## src/rtl/mario_pkg.sv

```systemverilog
// Shared tile codes, screen geometry and state type for Mario's movers.
package mario_pkg;

    // Tile codes stored in the background map
    localparam logic [7:0] BDR = 8'd0;
    localparam logic [7:0] SKY = 8'd1;
    localparam logic [7:0] BLK = 8'd2;
    localparam logic [7:0] GND = 8'd3;
    localparam logic [7:0] TKN = 8'd4;
    localparam logic [7:0] CK1 = 8'd5;
    localparam logic [7:0] CK2 = 8'd6;

    // Geometry in pixels
    localparam int CHARACTER_WIDTH = 42;
    localparam int SCREEN_WIDTH    = 640;
    localparam int BLOCK_WIDTH     = 40;
    localparam int START_X         = 80;
    localparam int X_MAX           = SCREEN_WIDTH - CHARACTER_WIDTH;
    localparam int MAP_ROWS        = 12;
    localparam int MAP_COLS        = 17;

    // Speed ramp: ticks per pixel for each stage, and pixels per stage
    localparam logic [2:0] SLOW_PERIOD  = 3'd4;
    localparam logic [2:0] MID_PERIOD   = 3'd2;
    localparam logic [2:0] FAST_PERIOD  = 3'd1;
    localparam logic [6:0] RAMP_PIXELS  = 7'd32;
    localparam logic [6:0] RUN_PIX_MAX  = 7'd64;

    typedef logic [11:0][16:0][7:0] tile_map_t;

    typedef enum logic [1:0] {
        RESET,
        STATIONARY,
        MOVING_LEFT,
        MOVING_RIGHT
    } h_state_t;

    // A probe that falls outside the map reads as border so Mario cannot leave it
    function automatic logic [7:0] tile_at(tile_map_t map, int row, int col);
        logic [7:0] code;
        code = BDR;
        if (row >= 0 && row < MAP_ROWS && col >= 0 && col < MAP_COLS)
            code = map[row[3:0]][col[4:0]];
        return code;
    endfunction

    function automatic logic is_blocking(logic [7:0] code);
        logic blocks;
        case (code)
            BDR, BLK, GND, CK1, CK2: blocks = 1'b1;
            SKY, TKN:                blocks = 1'b0;
            default:                 blocks = 1'b0;
        endcase
        return blocks;
    endfunction

    function automatic int clamp_x(int x);
        int result;
        result = x;
        if (x < 0)
            result = 0;
        else if (x > X_MAX)
            result = X_MAX;
        return result;
    endfunction

endpackage

```

## src/rtl/mario_left_right_mover_if.sv

```systemverilog
// Button, map and position signals between the game logic and the horizontal mover.
interface mario_left_right_mover_if;
    import mario_pkg::*;

    logic      move_left;
    logic      move_right;
    tile_map_t background;
    int        mario_y;
    int        mario_x;
    logic      facing_left;

    modport master (
        output move_left,
        output move_right,
        output background,
        output mario_y,
        input  mario_x,
        input  facing_left
    );

    modport slave (
        input  move_left,
        input  move_right,
        input  background,
        input  mario_y,
        output mario_x,
        output facing_left
    );

endinterface

```

## src/rtl/mario_tile_probe.sv

```systemverilog
// Combinational wall detection: looks at the tiles just left and right of Mario's box.
module mario_tile_probe
    import mario_pkg::*;
(
    input  tile_map_t background,
    input  int        mario_x,
    input  int        mario_y,
    output logic      left_blocked,
    output logic      right_blocked
);

    int top_row;
    int bot_row;
    int lcol;
    int rcol;

    // Probe the top and bottom rows of the sprite one column beyond each side
    always_comb begin
        top_row = (mario_y + 1) / BLOCK_WIDTH;
        bot_row = (mario_y - 1 + CHARACTER_WIDTH) / BLOCK_WIDTH;
        lcol    = (mario_x - 1) / BLOCK_WIDTH;
        rcol    = (mario_x + CHARACTER_WIDTH) / BLOCK_WIDTH;

        left_blocked  = is_blocking(tile_at(background, top_row, lcol)) ||
                        is_blocking(tile_at(background, bot_row, lcol)) ||
                        (mario_x <= 0);
        right_blocked = is_blocking(tile_at(background, top_row, rcol)) ||
                        is_blocking(tile_at(background, bot_row, rcol)) ||
                        (mario_x >= X_MAX);
    end

endmodule

```

## src/rtl/mario_left_right_mover.sv

```systemverilog
// Horizontal motion FSM for Mario with a three-stage speed ramp and tile collision.
module mario_left_right_mover
    import mario_pkg::*;
(
    input logic                     movement_clock,
    input logic                     reset,
    mario_left_right_mover_if.slave bus
);

    h_state_t   state;
    int         x_q;
    logic       facing_q;
    logic [2:0] tick_cnt;
    logic [6:0] run_pix;

    logic       left_blocked;
    logic       right_blocked;
    logic       req_left;
    logic       req_right;
    logic [2:0] period;
    logic       dir_blocked;
    logic       step_now;
    logic       stay_moving;
    int         next_x;

    mario_tile_probe u_probe (
        .background    (bus.background),
        .mario_x       (x_q),
        .mario_y       (bus.mario_y),
        .left_blocked  (left_blocked),
        .right_blocked (right_blocked)
    );

    // Decode the button request, the current ramp stage and whether this tick moves a pixel
    always_comb begin
        req_left  = bus.move_left & ~bus.move_right;
        req_right = bus.move_right & ~bus.move_left;

        if (run_pix < RAMP_PIXELS)
            period = SLOW_PERIOD;
        else if (run_pix < RUN_PIX_MAX)
            period = MID_PERIOD;
        else
            period = FAST_PERIOD;

        dir_blocked = (state == MOVING_LEFT) ? left_blocked : right_blocked;
        step_now    = ((state == MOVING_LEFT) || (state == MOVING_RIGHT)) &&
                      !dir_blocked && (tick_cnt == period - 3'd1);
        stay_moving = (state == MOVING_LEFT) ? (req_left && !left_blocked)
                                             : (req_right && !right_blocked);
        next_x      = (state == MOVING_LEFT) ? clamp_x(x_q - 1) : clamp_x(x_q + 1);
    end

    // State, position, orientation and ramp counters all advance together on the movement tick
    always_ff @(posedge movement_clock or posedge reset) begin
        if (reset) begin
            state    <= RESET;
            x_q      <= START_X;
            facing_q <= 1'b0;
            tick_cnt <= '0;
            run_pix  <= '0;
        end else begin
            case (state)
                RESET: begin
                    state    <= STATIONARY;
                    tick_cnt <= '0;
                    run_pix  <= '0;
                end
                STATIONARY: begin
                    tick_cnt <= '0;
                    run_pix  <= '0;
                    if (req_left && !left_blocked) begin
                        state    <= MOVING_LEFT;
                        facing_q <= 1'b1;
                    end else if (req_right && !right_blocked) begin
                        state    <= MOVING_RIGHT;
                        facing_q <= 1'b0;
                    end
                end
                MOVING_LEFT, MOVING_RIGHT: begin
                    if (step_now)
                        x_q <= next_x;
                    if (stay_moving) begin
                        if (step_now) begin
                            tick_cnt <= '0;
                            if (run_pix != RUN_PIX_MAX)
                                run_pix <= run_pix + 7'd1;
                        end else begin
                            tick_cnt <= tick_cnt + 3'd1;
                        end
                    end else begin
                        state    <= STATIONARY;
                        tick_cnt <= '0;
                        run_pix  <= '0;
                    end
                end
                default: begin
                    state    <= STATIONARY;
                    tick_cnt <= '0;
                    run_pix  <= '0;
                end
            endcase
        end
    end

    assign bus.mario_x     = x_q;
    assign bus.facing_left = facing_q;

endmodule

```

## src/flat_wrapper.sv

```systemverilog
// flat-port wrapper written by rule: the top's interface ports become plain ports
module mario_left_right_mover_flat import mario_pkg::*;
  (movement_clock, reset, bus_move_left, bus_move_right, bus_background, bus_mario_y, bus_mario_x, bus_facing_left);
  mario_left_right_mover_if bus_i ();
  input logic movement_clock;
  input logic reset;
  input wire logic [$bits(bus_i.move_left)-1:0] bus_move_left;
  input wire logic [$bits(bus_i.move_right)-1:0] bus_move_right;
  input wire logic [$bits(bus_i.background)-1:0] bus_background;
  input wire logic [$bits(bus_i.mario_y)-1:0] bus_mario_y;
  output wire logic [$bits(bus_i.mario_x)-1:0] bus_mario_x;
  output wire logic [$bits(bus_i.facing_left)-1:0] bus_facing_left;
  assign bus_i.move_left = bus_move_left;
  assign bus_i.move_right = bus_move_right;
  assign bus_i.background = bus_background;
  assign bus_i.mario_y = bus_mario_y;
  assign bus_mario_x = bus_i.mario_x;
  assign bus_facing_left = bus_i.facing_left;
  mario_left_right_mover u_core (.movement_clock(movement_clock), .reset(reset), .bus(bus_i));
endmodule
```

## config.mk

```make
export PLATFORM = sky130hd
export DESIGN_NAME = mario_left_right_mover_flat
export DESIGN_NICKNAME = d
export VERILOG_FILES = /design/src/rtl/mario_pkg.sv /design/src/rtl/mario_left_right_mover_if.sv /design/src/rtl/mario_tile_probe.sv /design/src/rtl/mario_left_right_mover.sv /design/src/flat_wrapper.sv
export SDC_FILE = /design/constraint.sdc
export NUM_CORES = 2
export LEC_CHECK = 0
export CORE_AREA = 3 3 664 666
export DETAILED_ROUTE_END_ITERATION = 10
export DIE_AREA = 0 0 667 669
export HOLD_SLACK_MARGIN = 0.03
export PLACE_DENSITY = 0.34
export SLEW_MARGIN = 0
export SYNTH_ARGS = -nofsm -noshare
export SYNTH_HDL_FRONTEND = slang
export SYNTH_SLANG_ARGS = --single-unit
```

## constraint.sdc

```tcl
create_clock -name movement_clock -period 15.1 [get_ports movement_clock]
set_input_delay 2.265 -clock movement_clock [delete_from_list [all_inputs] [get_ports movement_clock]]
set_output_delay 2.265 -clock movement_clock [all_outputs]
set_load 0.005 [all_outputs]
```

Word-level counts from Yosys, hierarchy flattened
Cells that the tools add are included.
- eq/ne operators: 25
- muxes and demuxes: 42
- bitwise gates (word level): 4
- order comparisons: 20
- add/sub/neg operators: 9
- reductions and logical operators: 38
- div/mod/pow operators: 4
- operators by type and width (operator ; number):
    binary-select mux 136 bit (select 4 bit) ; 2
    two-way mux 136 bit ; 2
    binary-select mux 8 bit (select 5 bit) ; 4
    two-way mux 32 bit ; 5
    divider 32 x 7 -> 32 bit (second input constant) ; 4
    >= comparator 32 x 1 -> 1 bit (second input constant) ; 4
    adder 32 x 2 -> 32 bit (second input constant) ; 2
    adder 32 x 7 -> 32 bit (second input constant) ; 2
    equality test 8 x 2 -> 1 bit (second input constant) ; 8
    equality test 8 x 3 -> 1 bit (second input constant) ; 8
    greater-than comparator 32 x 11 -> 1 bit (second input constant) ; 2
    < comparator 32 x 1 -> 1 bit (second input constant) ; 2
    < comparator 32 x 5 -> 1 bit (second input constant) ; 2
    < comparator 32 x 6 -> 1 bit (second input constant) ; 2
    two-way mux 8 bit ; 8
    subtractor 32 x 2 -> 32 bit (second input constant) ; 2
    >= comparator 32 x 11 -> 1 bit (second input constant) ; 1
    <= comparator 32 x 1 -> 1 bit (second input constant) ; 1
    zero test 8 bit ; 4
    two-way mux 7 bit ; 3
    OR reduction 5 bit ; 4
    logical AND 1 bit ; 14
    case mux 7 bit (2 select lines) ; 1
    < comparator 5 x 6 -> 1 bit (second input constant) ; 2
    other kinds (27) ; 53
- output and inout port bits: 33
- flip-flop bits (word level): 45

Depth between registers and ports, before layout
- word-level depth: 20
- gate-level depth with buffers: 83

Modules after synthesis
From an unflattened synthesis, not the netlist that was laid out.
- cells, all modules: 7944
- area, all modules: 53869.2 µm²
- by module, submodules not included (module ; cells an instance ; sequential area each (µm²) ; instances ; area each (µm²)):
    mario_tile_probe ; 7496 ; 0.0 ; 1 ; 50310.8
    mario_left_right_mover ; 448 ; 1103.6 ; 1 ; 3558.4

Worst setup path before layout
OpenSTA, ideal clock, no wires.
- path type: input to register
- start: in bus_mario_y[0]
- end: reg u_core.x_q, in the netlist u_core.bus.mario_x[9]
- data required time: 14974 ps
- path buffers: 22
- cell stages on the path: 74
- path slack: -4046 ps
- arrival time: 19020 ps
- cell sequence: ha_1 -> buf_2 -> and2_1 -> clkbuf_1 -> nand4_1 -> or4_1 -> xnor2_1 -> nor4_2 -> buf_2 -> a31oi_2 -> xnor2_1 -> a211oi_1 -> o211a_1 -> or2_1 -> buf_2 -> a2111oi_2 -> nor4_2 -> a21o_1 -> (+38 left out) -> buf_1 -> clkbuf_1 -> clkbuf_1 -> mux4_2 -> mux2i_1 -> nand3_1 -> a31oi_1 -> o2111ai_1 -> a211o_1 -> a311oi_1 -> a21oi_1 -> o211ai_1 -> nor3_1 -> o21ai_2 -> buf_4 -> buf_6 -> nor2_1 -> o32a_1
- cells in the longest elaborated chain, start to end: 18
- elaborated cells on any way between the ends: 72
- RTL lines (what ; line ; RTL):
    start, declared ; flat_wrapper.sv:10 ; input wire logic [$bits(bus_i.mario_y)-1:0] bus_mario_y;
    subtractor 32 x 2 -> 32 bit ; mario_tile_probe.sv:20 ; bot_row = (mario_y - 1 + CHARACTER_WIDTH) / BLOCK_WIDTH;
    adder 32 x 7 -> 32 bit ; mario_tile_probe.sv:20 ;
    divider 32 x 7 -> 32 bit ; mario_tile_probe.sv:20 ;
    binary-select mux 136 bit (select 4 bit) (tied with other cells) ; mario_pkg.sv:43 ; code = map[row[3:0]][col[4:0]];
    two-way mux 136 bit (not written as such) or logical AND 1 bit (tied branches) ; mario_pkg.sv:43, mario_pkg.sv:42 ;
    binary-select mux 8 bit (select 5 bit) or logical AND 1 bit (tied branches) ; mario_pkg.sv:43, mario_pkg.sv:42 ;
    two-way mux 8 bit (not written as such) or logical AND 1 bit (tied branches) ; mario_pkg.sv:43, mario_pkg.sv:42 ;
    two-way mux 8 bit ; mario_pkg.sv:42 ; if (row >= 0 && row < MAP_ROWS && col >= 0 && col < MAP_COLS)
    (+2 left out) ; n/a ;
    two-way mux 1 bit ; mario_pkg.sv:49 ; case (code)
    logical OR 1 bit, on equally long branches ; mario_tile_probe.sv:27, mario_tile_probe.sv:24 ;
    logical OR 1 bit, on equally long branches ; mario_tile_probe.sv:28, mario_tile_probe.sv:25 ;
    two-way mux 1 bit * ; mario_left_right_mover.sv:46 ; dir_blocked = (state == MOVING_LEFT) ? left_blocked : right_blocked;
    zero test 1 bit * ; mario_left_right_mover.sv:48 ; !dir_blocked && (tick_cnt == period - 3'd1);
    logical AND 1 bit * ; mario_left_right_mover.sv:47 ; step_now = ((state == MOVING_LEFT) || (state == MOVING_RIGHT)) &&
    logical AND 1 bit * ; mario_left_right_mover.sv:48 ;
    AND reduction 2 bit (no line) * ; n/a ;
    end signal, assigned ; mario_left_right_mover.sv:82 ; x_q <= next_x;
    end, declared ; mario_left_right_mover.sv:11 ; int x_q;
Every way passes the cells marked *; elsewhere a longest branch is shown, timed or not. The select of a mux whose other input is x is not followed.
A chain may end at the register's enable or synchronous reset.

Worst setup path in the final report
- start: in bus_mario_y[10]
- end: reg u_core.x_q, in the netlist u_core.bus.mario_x[9]
Same word-level chain as after synthesis.

==> metrics.yaml <==
synth_area_leaders: "mux4_2 18%, mux2i_1 6.4%, nand2_1 5.6%"
synth_area_per_cell_um2: 7.243
die_x_um: 667
async_reset_ff_frac: 1.000
ant_nets: 0
hold_viol: 0
grt_pass1_vias: 88260
synthCells: 7971
cp_max_fo: 95
wl_per_cell_um: 38.93
min_path_type: "flip-flop to flip-flop"
nNetsFinal: 13150
rr_endpoint: "u_core.bus.mario_x[9]"
final_layout_size_suffix_gt1_frac: 0.3330
drt_iter0_drc: 10500
synthMuxAreaShare: 0.2624
core-area_mm2: 0.4348
dieArea_mm2: 0.4462
min_from: "u_core.bus.mario_x[28]"
max_freq_ghz: 0.05489
violations: "negative setup slack"
die_h_um: 669
ys_seq_elements: 44
tritoncts: "done"
seq_area_frac_synth: 0.01911
drtPass1Iterations: 7
cts_buffers: 5
cts_hold_buf: 0
finalCriticalPeriod_ps: 18220
ys_types: 139
drc_errors: 0
antenna_found_initial: 477
yosysTopAreaCell: "mux4_2"
postLayoutCoreUtil: 0.2422
fin_crit_sh: 1.207
end_kind: "flip-flop"
rr_startpoint: "u_core.bus.mario_x[2]"
hold-path-cell-count: 0
place_congestion: 1.037
num_io_pins: 1701
cts_root_buf: "clkbuf_16"
path_clk_slew_ps: 70
port_buffers: 1699
crit_top_cell: "buf_4"
start_util: 0.1328
synth_top_area_share: 0.1833
synth_fa_ha_area_frac: 0.005461
outcome: "finished with violations"
finalSetupTns_ps: -71750
path_class: "input port to flip-flop"
worst_slack_ps: -3118
cap_violations: 0
syn2layout_area_growth_pct: 82.42
synth_xor_area_frac: 0.04226
via_per_inst: 5.314
htreeDepth: 2
dp_hpwl_mm: 586.8
rr_worst_depth: 69
drv_slew: 0
setup_viol: 24
cp.arrival_ps: 18430
dr_total_vias: 92520
routed_wl_mm: 677.7
grt_max_degree: 169
max_stage_delay_ps: 530
synth-compound-area-share: 0.3445
critPathLaunchType: "input port"
synth_area_mm2: 0.05774
clock_path_buffers: 2
nFillCells: 47870
synth_edf_count: 0
place_ws_ps: -5284
ys_warn_count: 0
crit_slowest_cell: "or4_1"
clock_skew_ps: 9.417
worstMarginPinSlew_ps: 1387
min_to: "u_core.bus.mario_x[28]"
rsz0062_at_grt: "true"
relSlewSlack: 0.07505
r2r_setup_slack_ps: -1820
grt_pass1_wl_mm: 867.9
track_usage: 0.2866
crit_required_ps: 15310
clock_sinks: 44
grt-ovfl-total: 0
worstSkewPairLatency_ps: 320
synth_fp_nets: 9657
fp-row-count: 242
synth_simple_gate_area_frac: 0.2592
synth-main-ff-cell: "dfrtp_1"
synth_top_family_by_area: "compound AO/OA/AOI/OAI gates"
-- timing repair --
item | in CTS | in global routing
pin swaps | 89 | 148
buffers inserted | 84 | 83
gates resized for setup | 355 | 339
gates cloned | 14 | 3
endpoints found under the setup margin | 24 | 24
-- worst max path at each step --
stage,start,to,slack [ps],depth (start not counted)
after global placement,bus_mario_y[1],u_core.run_pix[3],-5640,77
after CTS,bus_mario_y[5],u_core.run_pix[5],-3330,80
after detailed placement,bus_mario_y[0],u_core.run_pix[4],-5280,77
after floorplan,bus_mario_y[14],u_core.bus.mario_x[9],-2560,72
after global routing,bus_mario_y[1],u_core.run_pix[4],-3600,83
final,bus_mario_y[10],u_core.bus.mario_x[9],-3120,69
-- cell usage in the layout (no fill, tap or decap), types with 212 or more instances in the layout --
cell,count
a21oi_1,592
a221o_1,213
buf_4,2302
clkdlybuf4s50_1,1673
diode_2,212
mux2i_1,342
mux4_2,470
nand2_1,838
nand3_1,517
nor2_1,558
nor3_1,285
o21ai_0,357
-- per-layer routing --
metal	wire [um]	global-route usage
met1	277400	0.3597
met2	291100	0.4299
met3	65330	0.09443
met4	42230	0.1585
met5	1647	0
-- cell type report --
| class | instances | area (um^2) | share of cell area |
|---|---|---|---|
| well taps | 5734 | 7174 | 0.06812 |
| repair buffers | 4291 | 39700 | 0.3770 |
| inverters | 56 | 221.5 | 0.002103 |
| flip-flops and latches | 44 | 1104 | 0.01048 |
| clock inverters | 2 | 38.79 | 0.0003683 |
| clock buffers | 6 | 138.9 | 0.001319 |
| diodes | 212 | 530.5 | 0.005037 |
| multi-input cells | 7065 | 56410 | 0.5356 |
-- critical path: cells and delay by family --
kind / cells / cell delay (ps)
compound gates: 31 / 7680
buf+inv: 22 / 4280
mux: 2 / 610
simple gates: 14 / 3200
-- per-stage QoR --
step / instance area (um^2) / hold slack, ps / cells
6_report: 105300 / 486.9 / 17410
5_1_grt: 105100 / 517.9 / 17330
4_1_cts: 102700 / 485.5 / 17120
3_5_place_dp: 99770 / 468.0 / 17010
3_3_place_gp: 99770 / 471.8 / 17010
2_1_floorplan: 58770 / 465.2 / 7971
-- cell usage after synthesis, types with 33 or more instances --
master	number
and3_1	119
and2_1	78
a211o_1	42
a311oi_1	35
nand2_1	855
mux2i_1	369
mux4_2	470
o311ai_0	45
or4_1	39
nor4_1	92
buf_4	72
o211ai_1	100
a21o_1	45
xor2_1	91
o21ai_1	45
nand3_1	526
clkbuf_1	454
or3_1	105
a22oi_1	54
o31a_1	33
o21ai_0	401
o221ai_1	56
a221o_1	214
a2111oi_0	39
buf_1	79
dfrtp_1	42
o31ai_1	62
a221oi_1	83
o21a_1	43
mux2_2	69
o2111ai_1	50
buf_2	184
a211oi_1	117
a21oi_1	630
nor2_1	590
xnor2_1	182
nor3_1	320
o22ai_1	147
or2_2	42
nand2b_1	45
nand4_1	98
inv_1	53
a31oi_1	114
-- sequential cells by signal (all words and copies together) (netlist names) --
name                    cells
u_core.bus.facing_left      1
u_core.bus.mario_x         31
u_core.run_pix              7
u_core.state                2
u_core.tick_cnt             3
-- kinds of logic (layout without fill, tap and decap cells) --
| family | Yosys count | after routing |
|---|---|---|
| AO/OA/AOI/OAI | 2781 | 2782 |
| XOR/XNOR | 276 | 276 |
| other | 1 | 213 |
| buffers and inverters | 863 | 4355 |
| flip-flops | 44 | 44 |
| multiplexers | 915 | 915 |
| AND/OR/NAND/NOR | 3064 | 3064 |
| adder cells (fa/ha/maj) | 27 | 27 |
Power is left out: the tool's default activity adds up to more than one toggle a clock period on the data nets, which glitch-free logic cannot reach.
